[src/rtl/fpro_bus_arbiter_if.sv]
// Signal bundle around fpro_bus_arbiter: MCS IO bus, secondary master port
// (m1) and the shared FPro MMIO bus. master = the arbiter itself,
// slave = the MCS core, the m1 engine and the MMIO slot controller.
interface fpro_bus_arbiter_if;
  // MCS IO bus
  logic        io_addr_strobe;
  logic        io_read_strobe;
  logic        io_write_strobe;
  logic [31:0] io_address;
  logic [31:0] io_write_data;
  logic [3:0]  io_byte_enable;
  logic [31:0] io_read_data;
  logic        io_ready;
  // secondary master
  logic        m1_req;
  logic        m1_wr;
  logic [20:0] m1_addr;
  logic [31:0] m1_wr_data;
  logic        m1_ack;
  logic [31:0] m1_rd_data;
  // FPro MMIO bus
  logic        fp_mmio_cs;
  logic        fp_wr;
  logic        fp_rd;
  logic [20:0] fp_addr;
  logic [31:0] fp_wr_data;
  logic [31:0] fp_rd_data;

  modport master (
    input  io_addr_strobe, io_read_strobe, io_write_strobe, io_address,
           io_write_data, io_byte_enable,
    output io_read_data, io_ready,
    input  m1_req, m1_wr, m1_addr, m1_wr_data,
    output m1_ack, m1_rd_data,
    output fp_mmio_cs, fp_wr, fp_rd, fp_addr, fp_wr_data,
    input  fp_rd_data
  );

  modport slave (
    output io_addr_strobe, io_read_strobe, io_write_strobe, io_address,
           io_write_data, io_byte_enable,
    input  io_read_data, io_ready,
    output m1_req, m1_wr, m1_addr, m1_wr_data,
    input  m1_ack, m1_rd_data,
    input  fp_mmio_cs, fp_wr, fp_rd, fp_addr, fp_wr_data,
    output fp_rd_data
  );
endinterface

[src/rtl/fpro_bus_arbiter.sv]
// Two-master arbiter for the FPro MMIO bus: MCS IO bus (strobed, latched
// into a pending register) and a level-request secondary master m1.
// Round-robin on ties, one registered IDLE/BUS/RESP sequence per transaction.
module fpro_bus_arbiter #(
  parameter logic [31:0] BRG_BASE = 32'hC000_0000
) (
  input  logic               clk,
  input  logic               reset,
  fpro_bus_arbiter_if.master bus
);
  typedef enum logic [1:0] {IDLE = 2'd0, BUS = 2'd1, RESP = 2'd2} state_t;
  state_t state, state_n;

  // pending MCS request
  logic        mcs_pend, pend_wr, pend_miss;
  logic [20:0] pend_addr;
  logic [31:0] pend_data;
  // granted transaction; last_m1 = 1 means m1 won the previous grant
  logic        gnt_m1, txn_wr, last_m1;

  logic        strobe_ok, strobe_hit, any_req, pick_m1, grant_bus, go_wr;
  logic [31:0] rd_val;

  // next values of the registered outputs
  logic        cs_n, wr_n, rd_n, io_ready_n, m1_ack_n;
  logic [20:0] fp_addr_n;
  logic [31:0] fp_wr_data_n, io_read_data_n, m1_rd_data_n;

  // byte enables and the byte offset play no part: all accesses are words
  logic unused_ok;
  assign unused_ok = ^{bus.io_byte_enable, bus.io_address[1:0]};

  assign strobe_ok  = bus.io_addr_strobe & (bus.io_read_strobe | bus.io_write_strobe);
  assign strobe_hit = (bus.io_address[31:24] == BRG_BASE[31:24]) & ~bus.io_address[23];
  assign any_req    = mcs_pend | bus.m1_req;
  // on a tie the master that did not win last time goes first
  assign pick_m1    = bus.m1_req & (~mcs_pend | ~last_m1);
  // only an MCS decode miss skips the bus cycle
  assign grant_bus  = any_req & (pick_m1 | ~pend_miss);
  assign go_wr      = pick_m1 ? bus.m1_wr : pend_wr;
  assign rd_val     = txn_wr ? 32'h0 : bus.fp_rd_data;

  // state register
  always_ff @(posedge clk) begin
    if (reset) state <= IDLE;
    else       state <= state_n;
  end

  // next-state decode
  always_comb begin
    state_n = state;
    case (state)
      IDLE:    if (any_req) state_n = grant_bus ? BUS : RESP;
      BUS:     state_n = RESP;
      RESP:    state_n = IDLE;
      default: state_n = IDLE;
    endcase
  end

  // MCS capture, grant latch and round-robin history
  always_ff @(posedge clk) begin
    if (reset) begin
      mcs_pend  <= 1'b0;
      pend_wr   <= 1'b0;
      pend_miss <= 1'b0;
      pend_addr <= '0;
      pend_data <= '0;
      gnt_m1    <= 1'b0;
      txn_wr    <= 1'b0;
      last_m1   <= 1'b1;
    end else begin
      if (state == RESP && !gnt_m1) begin
        mcs_pend <= 1'b0;
      end else if (!mcs_pend && strobe_ok) begin
        mcs_pend  <= 1'b1;
        pend_wr   <= bus.io_write_strobe;
        pend_miss <= ~strobe_hit;
        pend_addr <= bus.io_address[22:2];
        pend_data <= bus.io_write_data;
      end
      if (state == IDLE && any_req) begin
        gnt_m1 <= pick_m1;
        txn_wr <= go_wr;
      end
      if (state == RESP) last_m1 <= gnt_m1;
    end
  end

  // output decode: values the output registers take on the coming edge
  always_comb begin
    cs_n           = 1'b0;
    wr_n           = 1'b0;
    rd_n           = 1'b0;
    io_ready_n     = 1'b0;
    m1_ack_n       = 1'b0;
    fp_addr_n      = bus.fp_addr;
    fp_wr_data_n   = bus.fp_wr_data;
    io_read_data_n = bus.io_read_data;
    m1_rd_data_n   = bus.m1_rd_data;
    case (state)
      IDLE: begin
        if (grant_bus) begin
          cs_n         = 1'b1;
          wr_n         = go_wr;
          rd_n         = ~go_wr;
          fp_addr_n    = pick_m1 ? bus.m1_addr : pend_addr;
          fp_wr_data_n = pick_m1 ? bus.m1_wr_data : pend_data;
        end else if (any_req) begin
          io_ready_n     = 1'b1;
          io_read_data_n = 32'h0;
        end
      end
      BUS: begin
        if (gnt_m1) begin
          m1_ack_n     = 1'b1;
          m1_rd_data_n = rd_val;
        end else begin
          io_ready_n     = 1'b1;
          io_read_data_n = rd_val;
        end
      end
      default: ;
    endcase
  end

  // output registers
  always_ff @(posedge clk) begin
    if (reset) begin
      bus.fp_mmio_cs   <= 1'b0;
      bus.fp_wr        <= 1'b0;
      bus.fp_rd        <= 1'b0;
      bus.fp_addr      <= '0;
      bus.fp_wr_data   <= '0;
      bus.io_ready     <= 1'b0;
      bus.io_read_data <= '0;
      bus.m1_ack       <= 1'b0;
      bus.m1_rd_data   <= '0;
    end else begin
      bus.fp_mmio_cs   <= cs_n;
      bus.fp_wr        <= wr_n;
      bus.fp_rd        <= rd_n;
      bus.fp_addr      <= fp_addr_n;
      bus.fp_wr_data   <= fp_wr_data_n;
      bus.io_ready     <= io_ready_n;
      bus.io_read_data <= io_read_data_n;
      bus.m1_ack       <= m1_ack_n;
      bus.m1_rd_data   <= m1_rd_data_n;
    end
  end
endmodule

[src/flat_wrapper.sv]
// flat-port wrapper written by rule: the top's interface ports become plain ports
module fpro_bus_arbiter_flat 
#(
  parameter logic [31:0] BRG_BASE = 32'hC000_0000
)
  (clk, reset, bus_io_addr_strobe, bus_io_read_strobe, bus_io_write_strobe, bus_io_address, bus_io_write_data, bus_io_byte_enable, bus_io_read_data, bus_io_ready, bus_m1_req, bus_m1_wr, bus_m1_addr, bus_m1_wr_data, bus_m1_ack, bus_m1_rd_data, bus_fp_mmio_cs, bus_fp_wr, bus_fp_rd, bus_fp_addr, bus_fp_wr_data, bus_fp_rd_data);
  fpro_bus_arbiter_if bus_i ();
  input  logic clk;
  input  logic reset;
  input wire logic [$bits(bus_i.io_addr_strobe)-1:0] bus_io_addr_strobe;
  input wire logic [$bits(bus_i.io_read_strobe)-1:0] bus_io_read_strobe;
  input wire logic [$bits(bus_i.io_write_strobe)-1:0] bus_io_write_strobe;
  input wire logic [$bits(bus_i.io_address)-1:0] bus_io_address;
  input wire logic [$bits(bus_i.io_write_data)-1:0] bus_io_write_data;
  input wire logic [$bits(bus_i.io_byte_enable)-1:0] bus_io_byte_enable;
  output wire logic [$bits(bus_i.io_read_data)-1:0] bus_io_read_data;
  output wire logic [$bits(bus_i.io_ready)-1:0] bus_io_ready;
  input wire logic [$bits(bus_i.m1_req)-1:0] bus_m1_req;
  input wire logic [$bits(bus_i.m1_wr)-1:0] bus_m1_wr;
  input wire logic [$bits(bus_i.m1_addr)-1:0] bus_m1_addr;
  input wire logic [$bits(bus_i.m1_wr_data)-1:0] bus_m1_wr_data;
  output wire logic [$bits(bus_i.m1_ack)-1:0] bus_m1_ack;
  output wire logic [$bits(bus_i.m1_rd_data)-1:0] bus_m1_rd_data;
  output wire logic [$bits(bus_i.fp_mmio_cs)-1:0] bus_fp_mmio_cs;
  output wire logic [$bits(bus_i.fp_wr)-1:0] bus_fp_wr;
  output wire logic [$bits(bus_i.fp_rd)-1:0] bus_fp_rd;
  output wire logic [$bits(bus_i.fp_addr)-1:0] bus_fp_addr;
  output wire logic [$bits(bus_i.fp_wr_data)-1:0] bus_fp_wr_data;
  input wire logic [$bits(bus_i.fp_rd_data)-1:0] bus_fp_rd_data;
  assign bus_i.io_addr_strobe = bus_io_addr_strobe;
  assign bus_i.io_read_strobe = bus_io_read_strobe;
  assign bus_i.io_write_strobe = bus_io_write_strobe;
  assign bus_i.io_address = bus_io_address;
  assign bus_i.io_write_data = bus_io_write_data;
  assign bus_i.io_byte_enable = bus_io_byte_enable;
  assign bus_io_read_data = bus_i.io_read_data;
  assign bus_io_ready = bus_i.io_ready;
  assign bus_i.m1_req = bus_m1_req;
  assign bus_i.m1_wr = bus_m1_wr;
  assign bus_i.m1_addr = bus_m1_addr;
  assign bus_i.m1_wr_data = bus_m1_wr_data;
  assign bus_m1_ack = bus_i.m1_ack;
  assign bus_m1_rd_data = bus_i.m1_rd_data;
  assign bus_fp_mmio_cs = bus_i.fp_mmio_cs;
  assign bus_fp_wr = bus_i.fp_wr;
  assign bus_fp_rd = bus_i.fp_rd;
  assign bus_fp_addr = bus_i.fp_addr;
  assign bus_fp_wr_data = bus_i.fp_wr_data;
  assign bus_i.fp_rd_data = bus_fp_rd_data;
  fpro_bus_arbiter #(.BRG_BASE(BRG_BASE)) u_core (.clk(clk), .reset(reset), .bus(bus_i));
endmodule
[config.mk]
export PLATFORM = sky130hd
export DESIGN_NAME = fpro_bus_arbiter_flat
export DESIGN_NICKNAME = d
export VERILOG_FILES = /design/src/rtl/fpro_bus_arbiter_if.sv /design/src/rtl/fpro_bus_arbiter.sv /design/src/flat_wrapper.sv
export SDC_FILE = /design/constraint.sdc
export NUM_CORES = 1
export LEC_CHECK = 0
export ABC_AREA = 1
export CORE_MARGIN = 2
export CORE_UTILIZATION = 31
export CTS_CLUSTER_SIZE = 24
export DETAILED_ROUTE_END_ITERATION = 8
export PLACE_DENSITY = 0.59
export SYNTH_ARGS = -nofsm -noshare
export SYNTH_HDL_FRONTEND = slang
export SYNTH_SLANG_ARGS = --single-unit
[constraint.sdc]
create_clock -name clk -period 1.8 [get_ports clk]
set_clock_uncertainty 0.15 [all_clocks]
set_input_delay 0.27 -clock clk [delete_from_list [all_inputs] [get_ports clk]]
set_output_delay 0.27 -clock clk [all_outputs]
set_load 0.005 [all_outputs]
== Word-level counts from Yosys, hierarchy flattened ==
Index checks and enable logic that the tools add are counted.
Widths: inputs -> output; s select.
Word-level totals
  register bits: 183
  output and inout bits: 122
Operators by class
  equality and inequality tests: 6
  muxes and demuxes: 17
  bitwise operators: 18
  reductions and logical operators: 15
Operators with widths (number)
  $mux 32: 5
  $pmux 32 s2: 1
  $mux 21: 1
  $not 1->1: 10
  $eq 8x8->1 const B: 1
  $mux 1: 6
  $reduce_and 2->1: 3
  $reduce_or 2->1: 3
  $and 1x1->1: 4
  $mux 2: 2
  $ne 2x2->1 const B: 2
  $or 1x1->1: 4
  $pmux 2 s2: 1
  $reduce_and 4->1: 1
  $logic_and 1x1->1: 3
  $reduce_or 3->1: 1
  $eq 2x1->1 const B: 1
  $eq 2x2->1 const B: 1
  $logic_not 1->1: 2
  $logic_not 2->1: 1
  $ne 2x1->1 const B: 1
  $pmux 1 s2: 1
  $reduce_bool 2->1: 1

== Depth between registers and ports, before layout ==
Gate-level depths: netlist of run 1.
  depth after elaboration: 8
  depth in mapped cells: 9
  depth with buffers taken out: 8

== Least setup slack after synthesis of run 1 ==
OpenSTA, ideal clock, no wires.
  path type: register to register
  start point: register u_core.gnt_m1
  end point: register u_core.pend_addr[10]
  setup time: 0.113 ns
  arrival: 1.129 ns
  data required time: 1.537 ns
  path slack: 0.407 ns
  stages on the path, launching flop included: 8
  buffers on the path: 2
  clock period less this slack: 1.393 ns
  path through: dfxtp_1 -> inv_2 -> nand3_1 -> nand3_2 -> buf_2 -> buf_2 -> o21ai_1 -> nor2_1
On the way
  word-level cells in the longest chain between the ends: 4
RTL lines
  start, declared: RTL line fpro_bus_arbiter.sv:19  | logic gnt_m1, txn_wr, last_m1;
  start signal, assigned: RTL line fpro_bus_arbiter.sv:82  | gnt_m1 <= pick_m1;
  $logic_not 1->1: RTL line fpro_bus_arbiter.sv:72  | if (state == RESP && !gnt_m1) begin
  $logic_and 1x1->1: RTL line fpro_bus_arbiter.sv:72
  $not 1->1 (no source line)
  $reduce_and 2->1 (no source line)
  end signal, assigned: RTL line fpro_bus_arbiter.sv:78  | pend_addr <= bus.io_address[22:2];
  end, declared: RTL line fpro_bus_arbiter.sv:16  | logic [20:0] pend_addr;
Every way passes these cells.
A chain may end at the register's enable or synchronous reset.

== Worst setup path after layout of run 1 ==
  start point: register u_core.bus.fp_wr_data[27]
  end point: output bus_fp_wr_data[27]
RTL lines
  start, declared: RTL line fpro_bus_arbiter_if.sv:35  | output fp_mmio_cs, fp_wr, fp_rd, fp_addr, fp_wr_data,
  start signal, assigned: RTL line fpro_bus_arbiter.sv:143  | bus.fp_wr_data <= fp_wr_data_n;
  end, declared: RTL line flat_wrapper.sv:28  | output wire logic [$bits(bus_i.fp_wr_data)-1:0] bus_fp_wr_data;
No word-level cell between the ends.

==> flow_summary.yaml, run 1 <==
outcome:
  outcome: "completed"
setup_path:
  path_class: "register to output pin"
  cp-end-kind: "output pin"
  path_buf_inv: 1
  critPathLaunchType: "register"
  ff2ff_setup_slack_ns: 0.18
  cpMaxStageDelayCell: "clkdlybuf4s50_1"
  worstPathMaxFanout: 2
  path_cells: "clkdlybuf4s50_1"
  reg2reg_depth: 7
  cp_slowest_stage_delay_ns: 0.52
  r2r_end: "u_core.bus.fp_addr[4]$_SDFFE_PP0N_"
  arrival_ns: 1.31
  reg2reg_from: "u_core.state[1]$_SDFFE_PP0P_"
  cp.required_ns: 1.38
  crit_family: "buffers and inverters"
die:
  die-area_mm2: 0.02495
  rows: 56
  die_h_um: 158.0
  start_util_pct: 31.40
  die-width_um: 158.0
  coreArea_mm2: 0.02340
  pin_count: 282
placed_design:
  place_inst: 1609
  dpl-instance-area_mm2: 0.01056
  io_buffers: 275
  routabilityCongestion: 0.7714
  dp.final_hpwl_um: 15910
  pre_cts_slack_ns: -0.3018
pwr:
  leakage_nw: 4.467
  ir_drop_mv: 0.5144
  cellPowerDensity_mw_per_mm2: 964.1
yosys:
  yosys_warnings: 0
  synthArstFlopShare_pct: 0
  yosys-top-cells-count: "nand2_1, nor2_1, dfxtp_1"
  seq_area_frac_synth_pct: 49.86
  synth.top_cell.area_share_pct: 49.86
  synth_enable_flop_cells: 0
  synth_nets: 1215
  synth_seq_cells: 183
  ys.flop_type: "dfxtp_1"
  synthTopCellsByArea: "dfxtp_1, nand2_1, nor2_1"
  yosysMostFrequentCell: "nand2_1"
  syn_area_per_cell_um2: 6.965
  synth_top_area_cell: "dfxtp_1"
  syn_inst: 1055
  syn_area_mm2: 0.007348
  synth.distinct_cells: 25
cts:
  clkTransAtPathRegs_ns: 0.07
  clockBufferDepth: 2
  h-tree-depth: 4
  cts_tree: "yes"
  clockRootBuffer: "clkbuf_16"
  cts_buffers: 17
  clock_sinks: 183
  ctsHoldBuffers: 0
  insertion_delay_ns: 0.42
sta:
  finalCriticalPeriod_ns: 1.732
  finalCritPeriodShare_pct: 96.22
  setup_tns_ns: 0
  slew_headroom_pct: 58.45
  drv_slew: 0
  fmax_ghz: 0.5774
  rsz0062_at_grt: "false"
  fin_hold_ws_ns: 0.2254
  setup_violations: 0
  worst_pin_slew_ns: 0.6233
  final-hold-violation-count: 0
  finalWorstSetupSlack_ns: 0.06799
grt:
  grt_max_degree: 70
  antenna_found_initial: 2
  grt_pass1_vias: 7169
  grt.total_usage_pct: 18.91
  grt_pass1_wl_um: 37320
  grt_overflow: 0
layout:
  nets: 1469
  multiInputGateArea_mm2: 0.003251
  syn_to_final_growth_pct: 51.58
  finalNonFillerCells: 1643
  num-fill-cells: 2424
  regArea_mm2: 0.003664
  drive_gt1_share_pct: 6.051
  finish.instance_area_mm2: 0.01114
run:
  max_cap_violations: 0
worst_hold_path:
  hp-start: "reset"
  holdPathEnd: "u_core.last_m1$_SDFFE_PP1N_"
  hp-class: "input port to register"
  hold_depth: 4
detailed_routing:
  drt_iter0_drc: 400
  via_per_inst: 4.497
  detail_route.first_pass.iterations: 5
  remaining_drc_errors: 0
  drtAntennaViolNets: 0
  avgRoutedWirePerCell_um: 14.29
  drt_wl_total_um: 23480
  vias: 7388
[report_power, final]
group | switching, mW | internal [mW] | total [mW]
logic | 1.23 | 1.24 | 2.47
clock network | 1.68 | 1.97 | 3.65
registers | 0.191 | 4.42 | 4.62
[placed cells by master (no fill, tap or decap), drive strengths merged, types with 18 or more instances in the layout]
master / netlist / routed
buf: 51 / 37
inv: 14 / 18
clkbuf: 25 / 20
nand3: 63 / 63
clkdlybuf4s50: 0 / 274
a21oi: 60 / 60
o21ai: 89 / 89
dfxtp: 183 / 183
nand2: 374 / 374
nor2: 186 / 186
[state kept, by name, summed over array words and instances, names as in the netlist, 2 cells and up]
signal                   cells
u_core.pend_addr            21
u_core.bus.fp_wr_data       32
u_core.bus.m1_rd_data       32
u_core.pend_data            32
u_core.bus.io_read_data     32
u_core.bus.fp_addr          21
u_core.state                 2
[repair_timing]
action                                  in CTS  in global routing
resized for setup                            0                  2
buffers inserted                             0                  0
endpoints found under the setup margin       0                 46
[routing by layer]
| layer | track usage (%) | part of all wire, % | wire (µm) | vias up |
|---|---|---|---|---|
| met5 | 0 | 0 | 0 | - |
| li1 | - | - | - | 3845 |
| met3 | 4.134 | 5.0 | 1168 | 32 |
| met4 | 7.079 | 2.6 | 603 | 0 |
| met1 | 24.42 | 46 | 10860 | 3314 |
| met2 | 30.95 | 46 | 10840 | 197 |
[final cells by class]
type,instances,share of cell area (%)
multi-input combinational,781,29.18
tap,319,3.583
clock buffer,20,4.010
timing repair buffer,311,28.70
sequential,183,32.89
clock inverter,12,1.056
antenna,2,0.04493
inverter,15,0.5280
[metrics by stage]
step | total power [mW] | utilization [%]
global route | 11.33 | 47.59
finish | 10.74 | 47.59
CTS | 10.86 | 47.54
detailed placement | 7.201 | 45.12
floorplan | 5.925 | -
global placement | 7.174 | 45.12
[how the worst max path moves through the flow]
stage	startpoint	endpoint	slack (ns)	depth (start not counted)
floorplan	u_core.gnt_m1$_SDFFE_PP0P_	u_core.pend_addr[10]$_SDFFE_PP0P_	0.41	7
global placement	bus_m1_req	u_core.bus.fp_addr[2]$_SDFFE_PP0N_	-0.24	9
detailed placement	bus_m1_req	u_core.bus.fp_addr[4]$_SDFFE_PP0N_	-0.30	9
CTS	u_core.bus.fp_wr_data[22]$_SDFFE_PP0N_	bus_fp_wr_data[22]	0.05	1
global route	u_core.bus.fp_wr_data[27]$_SDFFE_PP0N_	bus_fp_wr_data[27]	0.02	1
finish	u_core.bus.fp_wr_data[27]$_SDFFE_PP0N_	bus_fp_wr_data[27]	0.07	1
[logic make-up after synthesis]
group	after synthesis	synth area share, %
AND/OR/NAND/NOR	630	33.65
flip-flops	183	49.86
AO/OA/AOI/OAI	151	10.34
buffers and inverters	91	6.164
Note: power is estimated with default switching activity, not from simulation.
==> run 2: changes to the inputs <==
--- a/config.mk
+++ b/config.mk
@@ -6,7 +6,7 @@
 export NUM_CORES = 1
 export LEC_CHECK = 0
 export ABC_AREA = 1
-export CORE_MARGIN = 2
+export CORE_MARGIN = 3
 export CORE_UTILIZATION = 31
 export CTS_CLUSTER_SIZE = 24
 export DETAILED_ROUTE_END_ITERATION = 8
==> run 2 against run 1 <==
Effect of this change: wire length increased by 1.2%; critical path type unchanged; cell count fell by 0.49%; critical endpoint is now bus_io_read_data[15]; design area shrank 0.93%; via count down 0.55%; clock power is 1% lower; sequential power about the same; largest power group unchanged; total power down 0.90%; non-clock buffer count shrank 1.
==> flow_summary.yaml, run 2 (synthesis results as in run 1) <==
layout:
  final_util_pct: 48.01
  finish.instance_area_mm2: 0.01103
  final_common_cell: "nand2_1"
  syn_to_final_growth_pct: 50.16
  layout_common_cells: "nand2_1, clkdlybuf4s50_1, nor2_1, dfxtp_1, nand3_1"
  drive_gt1_share_pct: 6.132
  finalNonFillerCells: 1635
  nets: 1468
setup_path:
  cp_slowest_stage_delay_ns: 0.54
  cpMaxStageDelayCell: "clkdlybuf4s50_1"
  path_cells: "clkdlybuf4s50_1"
  arrival_ns: 1.31
  critPathLaunchType: "register"
  cp-end-kind: "output pin"
  path_class: "register to output pin"
  r2r_end: "u_core.bus.fp_addr[2]$_SDFFE_PP0N_"
  crit_family: "buffers and inverters"
  cp.required_ns: 1.38
  startpoint: "u_core.bus.io_read_data[15]$_SDFFE_PP0P_"
  reg2reg_from: "u_core.mcs_pend$_SDFFE_PP0P_"
  reg2reg_depth: 8
  path_buf_inv: 1
  cp_num_cells: 1
  ff2ff_setup_slack_ns: 0.17
  crit_path_end: "bus_io_read_data[15]"
  worstPathMaxFanout: 2
cts:
  h-tree-depth: 4
  cts_buffers: 17
  post_cts_buffers: 0
  clkTransAtPathRegs_ns: 0.07
  clockRootBuffer: "clkbuf_16"
  insertion_delay_ns: 0.42
  cts_tree: "yes"
  clock_sinks: 183
  clockBufferDepth: 2
sta:
  setup_tns_ns: 0
  drv_slew: 0
  setup_violations: 0
  finalCritPeriodShare_pct: 95.98
  finalCriticalPeriod_ns: 1.728
  slew_headroom_pct: 71.58
  final-hold-violation-count: 0
  fmax_ghz: 0.5788
  worst_pin_slew_ns: 0.4219
  finalWorstSetupSlack_ns: 0.07238
  rsz0062_at_grt: "false"
  fin_hold_ws_ns: 0.2102
pwr:
  cellPowerDensity_mw_per_mm2: 964.5
  ir_drop_mv: 0.5568
  p_total_mw: 10.64
  leakage_nw: 4.448
die:
  rows: 55
  coreArea_mm2: 0.02298
  start_util_pct: 31.97
  die_h_um: 160.0
  die-area_mm2: 0.02559
  die-width_um: 160.0
  pin_count: 282
placed_design:
  dp.final_hpwl_um: 16480
  routabilityCongestion: 0.7753
  io_buffers: 275
  dpl-instance-area_mm2: 0.01047
  place_inst: 1602
  pre_cts_slack_ns: -0.3143
detailed_routing:
  remaining_drc_errors: 0
  via_per_inst: 4.494
  vias: 7347
  detail_route.first_pass.iterations: 4
  avgRoutedWirePerCell_um: 14.54
  drtAntennaViolNets: 0
  drt_iter0_drc: 414
  drt_wl_total_um: 23770
grt:
  antenna_found_initial: 1
  grt_pass1_vias: 7095
  grt_pass1_wl_um: 38240
  grt_max_degree: 61
  grt_overflow: 0
  grt.total_usage_pct: 18.41
outcome:
  outcome: "completed"
run:
  max_cap_violations: 0
worst_hold_path:
  hp-class: "input port to register"
[run 2: changes by cell type in the layout (fill, tap and decap cells not counted)]
cell and change:
nor2_4 -1, clkinv_8 +1, inv_6 +4, clkinvlp_4 -3, clkbuf_1 -2, buf_4 +5, bufinv_16 -1, clkinv_2 +1
clkbuf_8 -1, nor2_2 +1, inv_8 +1, buf_12 -6, diode_2 -1
[run 2: per-layer routing]
| metal | vias to the layer above | routed length, µm | global-route usage (%) |
|---|---|---|---|
| met3 | 25 | 1458 | 4.851 |
| met4 | 0 | 517 | 5.957 |
| met5 | - | 0 | 0 |
| li1 | 3844 | - | - |
| met2 | 199 | 11160 | 29.95 |
| met1 | 3279 | 10640 | 23.86 |
[run 2: repair_timing]
action / 4_1_cts / 5_1_grt
hold buffers: 0 / 0
gates resized for setup: 0 / 1
setup endpoints to repair: 0 / 45
[run 2: power by group]
part	switching, mW	internal [mW]	total, mW
logic	1.22	1.20	2.43
registers	0.189	4.42	4.61
clock network	1.78	1.83	3.60
[run 2: how the worst min path moves through the flow]
stage,to,cells past startpoint,startpoint,slack [ns]
2_1_floorplan,u_core.pend_addr[10]$_SDFFE_PP0P_,2,bus_io_address[12],0.27
3_3_place_gp,u_core.bus.m1_rd_data[31]$_SDFFE_PP0P_,2,u_core.bus.m1_rd_data[31]$_SDFFE_PP0P_,0.30
3_5_place_dp,u_core.bus.fp_wr_data[29]$_SDFFE_PP0N_,2,u_core.bus.fp_wr_data[29]$_SDFFE_PP0N_,0.31
4_1_cts,u_core.last_m1$_SDFFE_PP1N_,4,reset,0.21
5_1_grt,u_core.last_m1$_SDFFE_PP1N_,4,reset,0.21
6_report,u_core.last_m1$_SDFFE_PP1N_,4,reset,0.21
[run 2: final cells by class]
cell class	instances	area [µm²]
antenna	1	2.502
clock buffer	17	425.4
clock inverter	15	132.6
fill	2399	11950
inverter	15	58.81
multi-input combinational	781	3246
sequential	183	3664
tap	313	391.6
timing repair buffer	310	3114
==> run 3: changes to the inputs <==
--- a/config.mk
+++ b/config.mk
@@ -8,8 +8,10 @@
 export ABC_AREA = 1
 export CORE_MARGIN = 3
 export CORE_UTILIZATION = 31
+export CTS_BUF_LIST = sky130_fd_sc_hd__clkbuf_8
 export CTS_CLUSTER_SIZE = 24
 export DETAILED_ROUTE_END_ITERATION = 8
+export GPL_TIMING_DRIVEN = 1
 export PLACE_DENSITY = 0.59
 export SYNTH_ARGS = -nofsm -noshare
 export SYNTH_HDL_FRONTEND = slang
==> run 3 against run 2 <==
Effect of this change: hold slack got worse by 0.038 ns; total power fell by 9.0%; utilization fell by 0.29 points; via count rose by 0.29%; clock power fell by 26%; cell count barely moved; wire length rose by 0.29%; global-route usage fell by 0.055 points; sequential power barely moved; critical endpoint is now bus_fp_wr_data[3]; largest cell class unchanged; largest power group unchanged.
==> flow_summary.yaml, run 3 (synthesis results as in run 1) <==
outcome:
  outcome: "completed"
layout:
  diodes: 0
  nets: 1468
  layout_common_cells: "nand2_1, clkdlybuf4s50_1, nor2_1, dfxtp_1, nand3_1"
  num-fill-cells: 2406
  syn_to_final_growth_pct: 49.26
  drive_gt1_share_pct: 8.933
  final_common_cell: "nand2_1"
setup_path:
  cp.required_ns: 1.38
  cpMaxStageDelayCell: "clkdlybuf4s50_1"
  critPathLaunchType: "register"
  cp-end-kind: "output pin"
  path_buf_inv: 1
  path_cells: "clkdlybuf4s50_1"
  cp_slowest_stage_delay_ns: 0.52
  crit_family: "buffers and inverters"
  path_class: "register to output pin"
  worstPathMaxFanout: 2
  arrival_ns: 1.33
die:
  coreArea_mm2: 0.02298
  pin_count: 282
  start_util_pct: 31.97
  die-width_um: 160.0
  rows: 55
  die_h_um: 160.0
  die-area_mm2: 0.02559
worst_hold_path:
  hp-class: "input port to register"
placed_design:
  routabilityCongestion: 0.7753
  dp.final_hpwl_um: 16480
  io_buffers: 275
detailed_routing:
  drtAntennaViolNets: 0
  via_per_inst: 4.509
  vias: 7368
  drt_iter0_drc: 401
  drt_wl_total_um: 23840
  detail_route.first_pass.iterations: 7
  avgRoutedWirePerCell_um: 14.59
  remaining_drc_errors: 0
sta:
  setup_tns_ns: 0
  fin_hold_ws_ns: 0.1726
  finalCritPeriodShare_pct: 97.14
  drv_slew: 0
  slew_headroom_pct: 71.45
  setup_violations: 0
  worst_pin_slew_ns: 0.4238
  finalCriticalPeriod_ns: 1.748
  final-hold-violation-count: 0
  fmax_ghz: 0.5719
cts:
  clkTransAtPathRegs_ns: 0.11
  clock_sinks: 183
  insertion_delay_ns: 0.46
  clockRootBuffer: "clkbuf_8"
  cts_tree: "yes"
  h-tree-depth: 4
  cts_buffers: 17
  clockBufferDepth: 2
  post_cts_buffers: 0
  ctsHoldBuffers: 0
grt:
  grt_max_degree: 61
  grt.total_usage_pct: 18.35
  grt_pass1_vias: 7071
  grt_overflow: 0
  antenna_found_initial: 0
  grt_pass1_wl_um: 38120
pwr:
  ir_drop_mv: 0.4385
  p_total_mw: 9.688
  leakage_nw: 5.143
  cellPowerDensity_mw_per_mm2: 883.3
run:
  max_cap_violations: 0
run 3: what timing repair did:
action / 4_1_cts / 5_1_grt
gates resized for setup: 20 / 73
setup endpoints to repair: 20 / 113
endpoints found under the hold margin: 0 / 0
run 3: worst reg2reg max path: cells and delay by family (launching register included):
family | cells | cell delay [ns]
AOI/OAI and AO/OA | 1 | 0.16
buffers and inverters | 3 | 0.55
DFF | 1 | 0.36
and+or+nand+nor | 5 | 0.36
run 3: where the power goes:
group	internal, mW	leakage, nW	switching, mW
clock network	1.01	0.193	1.67
registers	4.44	1.51	0.186
logic	1.16	3.44	1.22
total	6.61	5.14	3.07
run 3: layout make-up:
class | instances | area (µm²) | share of cell area [%]
Clock inverter | 15 | 132.6 | 1.209
Tap cell | 313 | 391.6 | 3.571
Inverter | 15 | 58.81 | 0.5362
Sequential cell | 183 | 3710 | 33.82
Timing Repair Buffer | 310 | 3196 | 29.14
Multi-Input combinational cell | 781 | 3246 | 29.59
Clock buffer | 17 | 234.0 | 2.133
run 3: path summary, 6_finish.rpt:
| check | endpoint | cells past startpoint | from | slack [ns] |
|---|---|---|---|---|
| worst max-delay path | bus_fp_wr_data[3] | 1 | u_core.bus.fp_wr_data[3]$_SDFFE_PP0N_ | 0.05 |
| worst min-delay path | u_core.last_m1$_SDFFE_PP1N_ | 4 | reset | 0.17 |
| worst max register to register | u_core.bus.io_read_data[29]$_SDFFE_PP0P_ | 9 | u_core.mcs_pend$_SDFFE_PP0P_ | 0.16 |
| worst min register to register | u_core.bus.fp_wr_data[29]$_SDFFE_PP0N_ | 2 | u_core.bus.fp_wr_data[29]$_SDFFE_PP0N_ | 0.32 |
run 3: layer usage:
| layer | up-vias | wire length, µm | track usage [%] |
|---|---|---|---|
| met5 | - | 0 | 0 |
| met2 | 208 | 11250 | 29.93 |
| li1 | 3834 | - | - |
| met3 | 26 | 1502 | 5.084 |
| met1 | 3300 | 10610 | 23.81 |
| met4 | 0 | 479 | 5.365 |
run 3: through the flow:
step           area, µm²  cells  utilization (%)  setup WS (ns)
4_1_cts            10820   1634            47.09      0.0008096
2_1_floorplan       7348   1055                -         0.4074
6_report           10970   1634            47.72        0.05154
5_1_grt            10970   1634            47.72      -0.006817
3_3_place_gp       10470   1602            45.55        -0.2693
3_5_place_dp       10470   1602            45.55        -0.3143
